$ cat src/rtl/pat_key_ctrl.sv
// Pattern index controller: debounced next/prev/pause key pulses, wrap-around
// stepping, post-event key lockout and a timed auto-run mode.
module pat_key_ctrl #(
  parameter int unsigned CNT1US  = 107,
  parameter int unsigned CNT1MS  = 1000,
  parameter int unsigned PAT_NUM = 16,
  parameter int unsigned PAT_W   = 4,
  parameter int unsigned AUTO_MS = 2000,
  parameter int unsigned LOCK_MS = 200
) (
  input  logic             clk,
  input  logic             rst_n,
  input  logic             en,
  input  logic             key_next_n,
  input  logic             key_prev_n,
  input  logic             key_pause_n,
  output logic [PAT_W-1:0] pat_idx,
  output logic             pat_chg,
  output logic             auto_mode
);

  localparam int unsigned US_W  = (CNT1US > 1) ? $clog2(CNT1US) : 1;
  localparam int unsigned MS_W  = (CNT1MS > 1) ? $clog2(CNT1MS) : 1;
  localparam int unsigned CNT_W = 16;

  localparam logic [US_W-1:0]  US_LAST  = US_W'(CNT1US - 1);
  localparam logic [MS_W-1:0]  MS_LAST  = MS_W'(CNT1MS - 1);
  localparam logic [CNT_W-1:0] CNT_MAX  = {CNT_W{1'b1}};
  localparam logic [CNT_W-1:0] DWELL_LAST = CNT_W'(AUTO_MS - 1);
  localparam logic [CNT_W-1:0] LOCK_LEN = CNT_W'(LOCK_MS);
  localparam logic [PAT_W-1:0] IDX_LAST = PAT_W'(PAT_NUM - 1);
  localparam logic             LOCK_OFF = (LOCK_MS == 0);

  typedef enum logic {
    ST_MANUAL = 1'b0,
    ST_AUTO   = 1'b1
  } state_e;

  state_e state_q, state_d;

  logic [US_W-1:0]  us_q, us_d;
  logic [MS_W-1:0]  ms_q, ms_d;
  logic [CNT_W-1:0] dwell_q, dwell_d;
  logic [CNT_W-1:0] lock_q, lock_d;
  logic             lock_act_q, lock_act_d;
  logic [PAT_W-1:0] pat_idx_q, pat_idx_d;
  logic             pat_chg_q, pat_chg_d;

  logic us_tick, ms_tick, lock_ok;
  logic acc_pause, acc_next, acc_prev;
  logic dwell_exp, auto_adv, evt;

  // Timebase ticks; counters freeze while en is low.
  assign us_tick = en && (us_q == US_LAST);
  assign ms_tick = us_tick && (ms_q == MS_LAST);

  // Lockout only applies once an event has happened since reset.
  assign lock_ok = LOCK_OFF || !lock_act_q || (lock_q >= LOCK_LEN);

  // Key priority pause > next > prev; losers are dropped.
  assign acc_pause = en && lock_ok && !key_pause_n;
  assign acc_next  = en && lock_ok && key_pause_n && !key_next_n;
  assign acc_prev  = en && lock_ok && key_pause_n && key_next_n && !key_prev_n;

  // An accepted key in the expiry cycle wins over the auto advance.
  assign dwell_exp = (state_q == ST_AUTO) && ms_tick && (dwell_q == DWELL_LAST);
  assign auto_adv  = dwell_exp && !acc_pause && !acc_next && !acc_prev;
  assign evt       = acc_pause || acc_next || acc_prev || auto_adv;

  always_ff @(posedge clk) begin
    if (!rst_n) begin
      state_q <= ST_MANUAL;
    end else begin
      state_q <= state_d;
    end
  end

  always_comb begin
    state_d = state_q;
    case (state_q)
      ST_MANUAL: if (acc_pause) state_d = ST_AUTO;
      ST_AUTO:   if (acc_pause) state_d = ST_MANUAL;
    endcase
  end

  // Counter and pattern-index next values.
  always_comb begin
    us_d       = us_q;
    ms_d       = ms_q;
    dwell_d    = dwell_q;
    lock_d     = lock_q;
    lock_act_d = lock_act_q;
    pat_idx_d  = pat_idx_q;
    pat_chg_d  = 1'b0;

    if (evt) begin
      us_d       = '0;
      ms_d       = '0;
      dwell_d    = '0;
      lock_d     = '0;
      lock_act_d = 1'b1;
    end else if (en) begin
      us_d = us_tick ? '0 : us_q + US_W'(1);
      if (us_tick) begin
        ms_d = ms_tick ? '0 : ms_q + MS_W'(1);
      end
      if (state_q == ST_AUTO) begin
        if (ms_tick && (dwell_q != CNT_MAX)) dwell_d = dwell_q + CNT_W'(1);
      end else begin
        dwell_d = '0;
      end
      if (ms_tick && (lock_q != CNT_MAX)) lock_d = lock_q + CNT_W'(1);
    end

    if (acc_next || auto_adv) begin
      pat_idx_d = (pat_idx_q == IDX_LAST) ? '0 : pat_idx_q + PAT_W'(1);
      pat_chg_d = 1'b1;
    end else if (acc_prev) begin
      pat_idx_d = (pat_idx_q == '0) ? IDX_LAST : pat_idx_q - PAT_W'(1);
      pat_chg_d = 1'b1;
    end
  end

  always_ff @(posedge clk) begin
    if (!rst_n) begin
      us_q       <= '0;
      ms_q       <= '0;
      dwell_q    <= '0;
      lock_q     <= '0;
      lock_act_q <= 1'b0;
      pat_idx_q  <= '0;
      pat_chg_q  <= 1'b0;
    end else begin
      us_q       <= us_d;
      ms_q       <= ms_d;
      dwell_q    <= dwell_d;
      lock_q     <= lock_d;
      lock_act_q <= lock_act_d;
      pat_idx_q  <= pat_idx_d;
      pat_chg_q  <= pat_chg_d;
    end
  end

  assign pat_idx   = pat_idx_q;
  assign pat_chg   = pat_chg_q;
  assign auto_mode = (state_q == ST_AUTO);

endmodule

$ cat config.mk
export PLATFORM = sky130hd
export DESIGN_NAME = pat_key_ctrl
export DESIGN_NICKNAME = d
export VERILOG_FILES = /design/src/rtl/pat_key_ctrl.sv
export SDC_FILE = /design/constraint.sdc
export NUM_CORES = 1
export LEC_CHECK = 0
export BUFFER_PORTS_ARGS = -buffer_cell sky130_fd_sc_hd__buf_2
export CORE_AREA = 2 2 115 61
export CTS_BUF_LIST = sky130_fd_sc_hd__clkbuf_16
export DETAILED_ROUTE_END_ITERATION = 12
export DIE_AREA = 0 0 117 63
export PLACE_DENSITY = 0.71
export SYNTH_ARGS = -nofsm -noshare
export SYNTH_HDL_FRONTEND = slang
export SYNTH_SLANG_ARGS = --single-unit
$ cat constraint.sdc
create_clock -name clk -period 2.96 [get_ports clk]
set_input_delay 0.592 -clock clk [delete_from_list [all_inputs] [get_ports clk]]
set_output_delay 0.592 -clock clk [all_outputs]
set_load 0.03 [all_outputs]
==> results.sh, run 1 <==
export IMPL_maxCapViolations=0
export IMPL_cts_tree="yes"
export IMPL_async_flop_share_pct=0
export IMPL_postCtsSetupRepairBufs=0
export IMPL_wl_um=6540
export IMPL_crit_arrival_ns=2.57
export IMPL_clkTransAtPathRegs_ns=0.07
export IMPL_viasPerCell=5.67
export IMPL_synth_edf_count=0
export IMPL_seq_area_frac_synth_pct=38.3
export IMPL_dieArea_um2=7370
export IMPL_r2r_slack_ns=0.61
export IMPL_num_io_pins=12
export IMPL_grtUsageMet3_pct=4.95
export IMPL_dpl_hpwl_um=4820
export IMPL_place_ws_ns=0.665
export IMPL_areaGrowthSynthToFinish_pct=9.99
export IMPL_initial_core_util_pct=45.5
export IMPL_met1_usage_pct=33.2
export IMPL_period_share_pct=79.2
export IMPL_drc=0
export IMPL_p_leak_nw=1.05
export IMPL_cp_end_kind="register"
export IMPL_wl_per_cell_um=14.2
export IMPL_place_area_um2=3090
export IMPL_worstHoldEndpoint="lock_act_q"
export IMPL_setup_viol=0
export IMPL_yosys_warnings=0
export IMPL_ys_ff_latch=56
export IMPL_crit_type="register to register"
export IMPL_crit_path_start_kind="register"
export IMPL_power_density_nw_per_um2=456
export IMPL_power_mw=1.47
export IMPL_cp_max_fo=15
export IMPL_final_area_um2=3220
export IMPL_synth_top_cell_by_area="dfxtp_1"
export IMPL_reg2reg_depth=6
export IMPL_worstHoldPathCells=2
export IMPL_die_w_um=117
export IMPL_ir_worst_vdd_mv=0.204
export IMPL_reg2reg_to="dwell_q[5]"
export IMPL_die_h_um=63
export IMPL_use_met2_pct=23.0
export IMPL_yosys_top_cells_count="56 x dfxtp_1, 43 x nand2_1, 43 x nor2_1"
export IMPL_grt_pass1_wl_um=11400
export IMPL_multi_input_area_um2=1720
export IMPL_synthTopCellsByArea="dfxtp_1 38%, nand2_1 5.5%, nor2_1 5.5%"
export IMPL_timing_setup_tns_ns=0
export IMPL_final_nets=382
export IMPL_track_usage_pct=19.9
export IMPL_fmax_mhz=426
export IMPL_netlist_area_um2=2930
export IMPL_synth_fp_nets=368
export IMPL_hold_class="register to register"
export IMPL_hold_buffers=0
export IMPL_min_period_ns=2.35
export IMPL_drive_gt1_share_pct=7.34
export IMPL_numCtsBuffers=5
export IMPL_seqCellArea_um2=1120
export IMPL_grt_setup_unrepaired="no"
export IMPL_drtIter0Drc=230
export IMPL_synth_most_common_cell="dfxtp_1"
export IMPL_clkLatencyLatePin_ns=0.30
export IMPL_core_um2=6440
export IMPL_worstMarginPinSlew_ns=0.774
export IMPL_rows=21
export IMPL_synth_main_ff_cell="dfxtp_1"
export IMPL_finalHoldViolCount=0
export IMPL_slew_violations=0
export IMPL_port_buffers=11
export IMPL_synth_cell_types=52
export IMPL_cts_resized=0
export IMPL_h_tree_depth=2
export IMPL_ctsLongestPathBuffers=2
export IMPL_synthCells=353
export IMPL_relSlewSlack_pct=47.6
export IMPL_globalplace_congestion=0.853
export IMPL_nFillCells=640
export IMPL_busiest_layer="met1"
export IMPL_antenna_found_initial=0
export IMPL_ant_nets=0
export IMPL_r2r_start="lock_q[3]"
export IMPL_vias=2610
export IMPL_ctsRootBufferMaster="clkbuf_16"
export IMPL_first_global_vias=2287
export IMPL_skew_ns=0.00654
export IMPL_grt_max_degree=22
export IMPL_yosysTopAreaCellShare_pct=38.3
export IMPL_required_ns=3.19
export IMPL_synth_area_per_cell_um2=8.30
export IMPL_antenna_cells=0
export IMPL_cts_sink_count=56
export IMPL_grt_overflow=0
export IMPL_status="completed"
export IMPL_setup_slack_ns=0.615
export IMPL_hp_start="lock_act_q"
export IMPL_firstDrtPassIters=5
through the flow:
step / util [%] / hold slack [ns] / instances
after floorplan: - / 0.440 / 353
after global routing: 50.1 / 0.491 / 460
final: 50.1 / 0.484 / 460
after global placement: 47.9 / 0.463 / 452
after CTS: 50.1 / 0.483 / 460
after detailed placement: 47.9 / 0.469 / 452
state kept, by name, indices dropped and copies added, names as in the netlist:
| signal | flops |
|---|---|
| dwell_q | 16 |
| lock_q | 16 |
| ms_q | 10 |
| us_q | 7 |
| pat_idx | 4 |
| auto_mode | 1 |
| lock_act_q | 1 |
| pat_chg | 1 |
power by group:
| group | leakage [nW] | switching (mW) | internal, mW | total (mW) |
|---|---|---|---|---|
| clock | 0.0738 | 0.271 | 0.306 | 0.577 |
| combinational | 0.525 | 0.0760 | 0.0399 | 0.116 |
| sequential | 0.452 | 0.0135 | 0.762 | 0.776 |
| total | 1.05 | 0.361 | 1.11 | 1.47 |
metal layers:
layer	routed length [µm]	vias up
met1	3690	1213
met2	2300	89
met5	0	-
met3	451	8
li1	-	1300
met4	102	0
how the worst max path moves through the flow:
stage	startpoint	endpoint	depth (start not counted)
finish	lock_q[3]	dwell_q[5]	6
CTS	ms_q[5]	dwell_q[13]	6
detailed placement	ms_q[5]	dwell_q[9]	6
floorplan	auto_mode	dwell_q[0]	8
global placement	lock_q[3]	dwell_q[13]	6
global route	lock_q[3]	dwell_q[3]	6
cell type report:
cell class / count / area share (%)
flip-flops and latches: 56 / 34.8
well taps: 92 / 3.57
clock inverters: 3 / 0.349
inverters: 13 / 1.51
clock buffers: 5 / 3.88
repair buffers: 14 / 2.41
multi-input cells: 277 / 53.5
cells by family (layout without fill, tap and decap cells):
| family | count (synthesis) | count (layout) | share of synthesized area (%) |
|---|---|---|---|
| AND/OR/NAND/NOR | 169 | 169 | 30.4 |
| buffers and inverters | 20 | 35 | 2.90 |
| adder cells (fa/ha/maj) | 9 | 9 | 3.84 |
| multiplexers | 3 | 3 | 1.02 |
| flip-flops | 56 | 56 | 38.3 |
| AO/OA/AOI/OAI | 67 | 67 | 14.9 |
| XOR/XNOR | 29 | 29 | 8.67 |
layout by cell type, fill, tap and decap left out, drive strengths merged, types with 14 or more instances in the layout:
cell type,count
a21oi,25
buf,14
dfxtp,56
inv,15
nand2,43
nand3,15
nor2,43
o21ai,14
xnor2,15
xor2,14
critical path: stages, from the launching register on:
cell and delay (ns):
dfxtp_1 0.37, o311ai_0 0.48, nand4_1 0.28, a31oi_1 0.47, nand2_1 0.13, a21o_1 0.35, a21oi_1 0.19
No activity file was read; power rests on OpenSTA's default activity.
==> run 2, diff against run 1 <==
==> constraint.sdc (replaced) <==
create_clock -name clk -period 2.2 [get_ports clk]
set_input_delay 0.44 -clock clk [delete_from_list [all_inputs] [get_ports clk]]
set_output_delay 0.44 -clock clk [all_outputs]
set_load 0.03 [all_outputs]
==> results.sh, run 2 (synthesis results as in run 1) <==
export IMPL_fin_cells=489
export IMPL_firstDrtPassIters=5
export IMPL_final_core_util_pct=57.8
export IMPL_globalplace_congestion=0.858
export IMPL_first_global_vias=2422
export IMPL_relSlewSlack_pct=60.7
export IMPL_slowest_delay_ns=0.42
export IMPL_required_ns=2.44
export IMPL_crit_arrival_ns=2.45
export IMPL_maxCapViolations=0
export IMPL_wl_per_cell_um=15.7
export IMPL_crit_type="register to register"
export IMPL_grt_setup_unrepaired="yes"
export IMPL_power_density_nw_per_um2=585
export IMPL_setup_viol=1
export IMPL_setup_slack_ns=-0.0131
export IMPL_grt_pass1_wl_um=12000
export IMPL_final_nets=411
export IMPL_cp_num_buf_inv=1
export IMPL_worstMarginPinSlew_ns=0.584
export IMPL_viasPerCell=5.68
export IMPL_die_w_um=117
export IMPL_areaGrowthSynthToFinish_pct=27.1
export IMPL_min_period_ns=2.21
export IMPL_status="finished with violations"
export IMPL_layout_commonest_cell="dfxtp_1"
export IMPL_rows=21
export IMPL_ir_worst_vdd_mv=0.391
export IMPL_drive_gt1_share_pct=22.4
export IMPL_vias=2777
export IMPL_antenna_found_initial=0
export IMPL_clkLatencyLatePin_ns=0.31
export IMPL_finalHoldViolCount=0
export IMPL_cp_slowest_cell="or3_4"
export IMPL_p_leak_nw=1.28
export IMPL_final_cell_mix="53 x dfxtp_1, 42 x nor2_1, 42 x nand2_1, 26 x buf_4, 18 x a21oi_1"
export IMPL_h_tree_depth=2
export IMPL_grt_overflow=0
export IMPL_antenna_cells=0
export IMPL_core_um2=6440
export IMPL_drtIter0Drc=314
export IMPL_fmax_mhz=452
export IMPL_final_area_um2=3720
export IMPL_cts_tree="yes"
export IMPL_skew_ns=0.0122
export IMPL_place_area_um2=3230
export IMPL_top_regs="dwell_q x16, lock_q x16, ms_q x10"
export IMPL_crit_chain="inv_2 -> ha_4 -> nand4b_1 -> nor4_4 -> o311a_4 -> o2111ai_4 -> or3_4 -> a21oi_2"
export IMPL_hold_class="primary input to register"
export IMPL_numCtsBuffers=5
export IMPL_die_h_um=63
export IMPL_hold_ws_ns=0.410
export IMPL_port_buffers=11
export IMPL_ctsLongestPathBuffers=2
export IMPL_clkTransAtPathRegs_ns=0.08
export IMPL_dieArea_um2=7370
export IMPL_critPathTopFamily="simple AND/OR/NAND/NOR gates"
export IMPL_period_share_pct=101
export IMPL_cts_sink_count=56
export IMPL_dp_cells=469
export IMPL_place_ws_ns=-0.106
export IMPL_cp_end_kind="register"
export IMPL_drc=0
export IMPL_dpl_hpwl_um=5210
export IMPL_slew_violations=0
export IMPL_initial_core_util_pct=45.5
export IMPL_track_usage_pct=20.8
export IMPL_num_io_pins=12
export IMPL_wl_um=7680
export IMPL_cp_max_fo=6
export IMPL_grt_max_degree=22
export IMPL_violations="negative setup slack"
export IMPL_ctsRootBufferMaster="clkbuf_16"
export IMPL_ant_nets=0
export IMPL_crit_path_start_kind="register"
[run 2: final cells by class]
cell class,count,area [µm²]
clock inverter,3,38.8
inverter,13,48.8
sequential,56,1120
multi-input combinational,278,1940
clock buffer,5,125
timing repair buffer,42,329
fill,548,2710
tap,92,115
[run 2: final timing paths]
path / startpoint / end / slack (ns) / cells after the start
worst max-delay path: us_q[0] / dwell_q[13] / -0.01 / 8
worst min-delay path: rst_n / pat_chg / 0.41 / 2
worst max register to register: us_q[0] / dwell_q[13] / -0.01 / 8
worst min register to register: lock_act_q / lock_act_q / 0.48 / 2
[run 2: what timing repair did]
action	in CTS	in global routing
hold buffers	0	0
gates resized for setup	2	47
setup buffers	0	10
setup endpoints to repair	19	30
cloned	0	2
pin swaps	1	24
[run 2: worst register-to-register path, stage by stage, from the launching register on]
cell       delay (ns)
dfxtp_2          0.33
inv_2            0.06
ha_4             0.12
nand4b_1         0.24
nor4_4           0.39
o311a_4          0.31
o2111ai_4        0.18
or3_4            0.42
a21oi_2          0.11
[run 2: power breakdown]
group | internal, mW | leakage [nW] | switching [mW]
registers | 1.03 | 0.453 | 0.0147
clock network | 0.532 | 0.0850 | 0.377
logic | 0.0914 | 0.737 | 0.137
total | 1.65 | 1.28 | 0.528
[run 2: metal layers]
| layer | routed length (µm) | track usage, % | vias to the layer above | part of all wire, % |
|---|---|---|---|---|
| met5 | 0 | 0 | - | 0 |
| met2 | 3130 | 27.7 | 108 | 41 |
| met3 | 602 | 4.75 | 12 | 7.8 |
| met1 | 3820 | 32.3 | 1304 | 50 |
| met4 | 123 | 6.62 | 0 | 1.6 |
| li1 | - | - | 1353 | - |
[run 2: through the flow]
stage,setup TNS (ns),power [mW]
global route,-1.08,2.26
global placement,0,1.24
detailed placement,-1.26,1.25
floorplan,0,1.18
finish,-0.0131,2.18
CTS,0,2.14
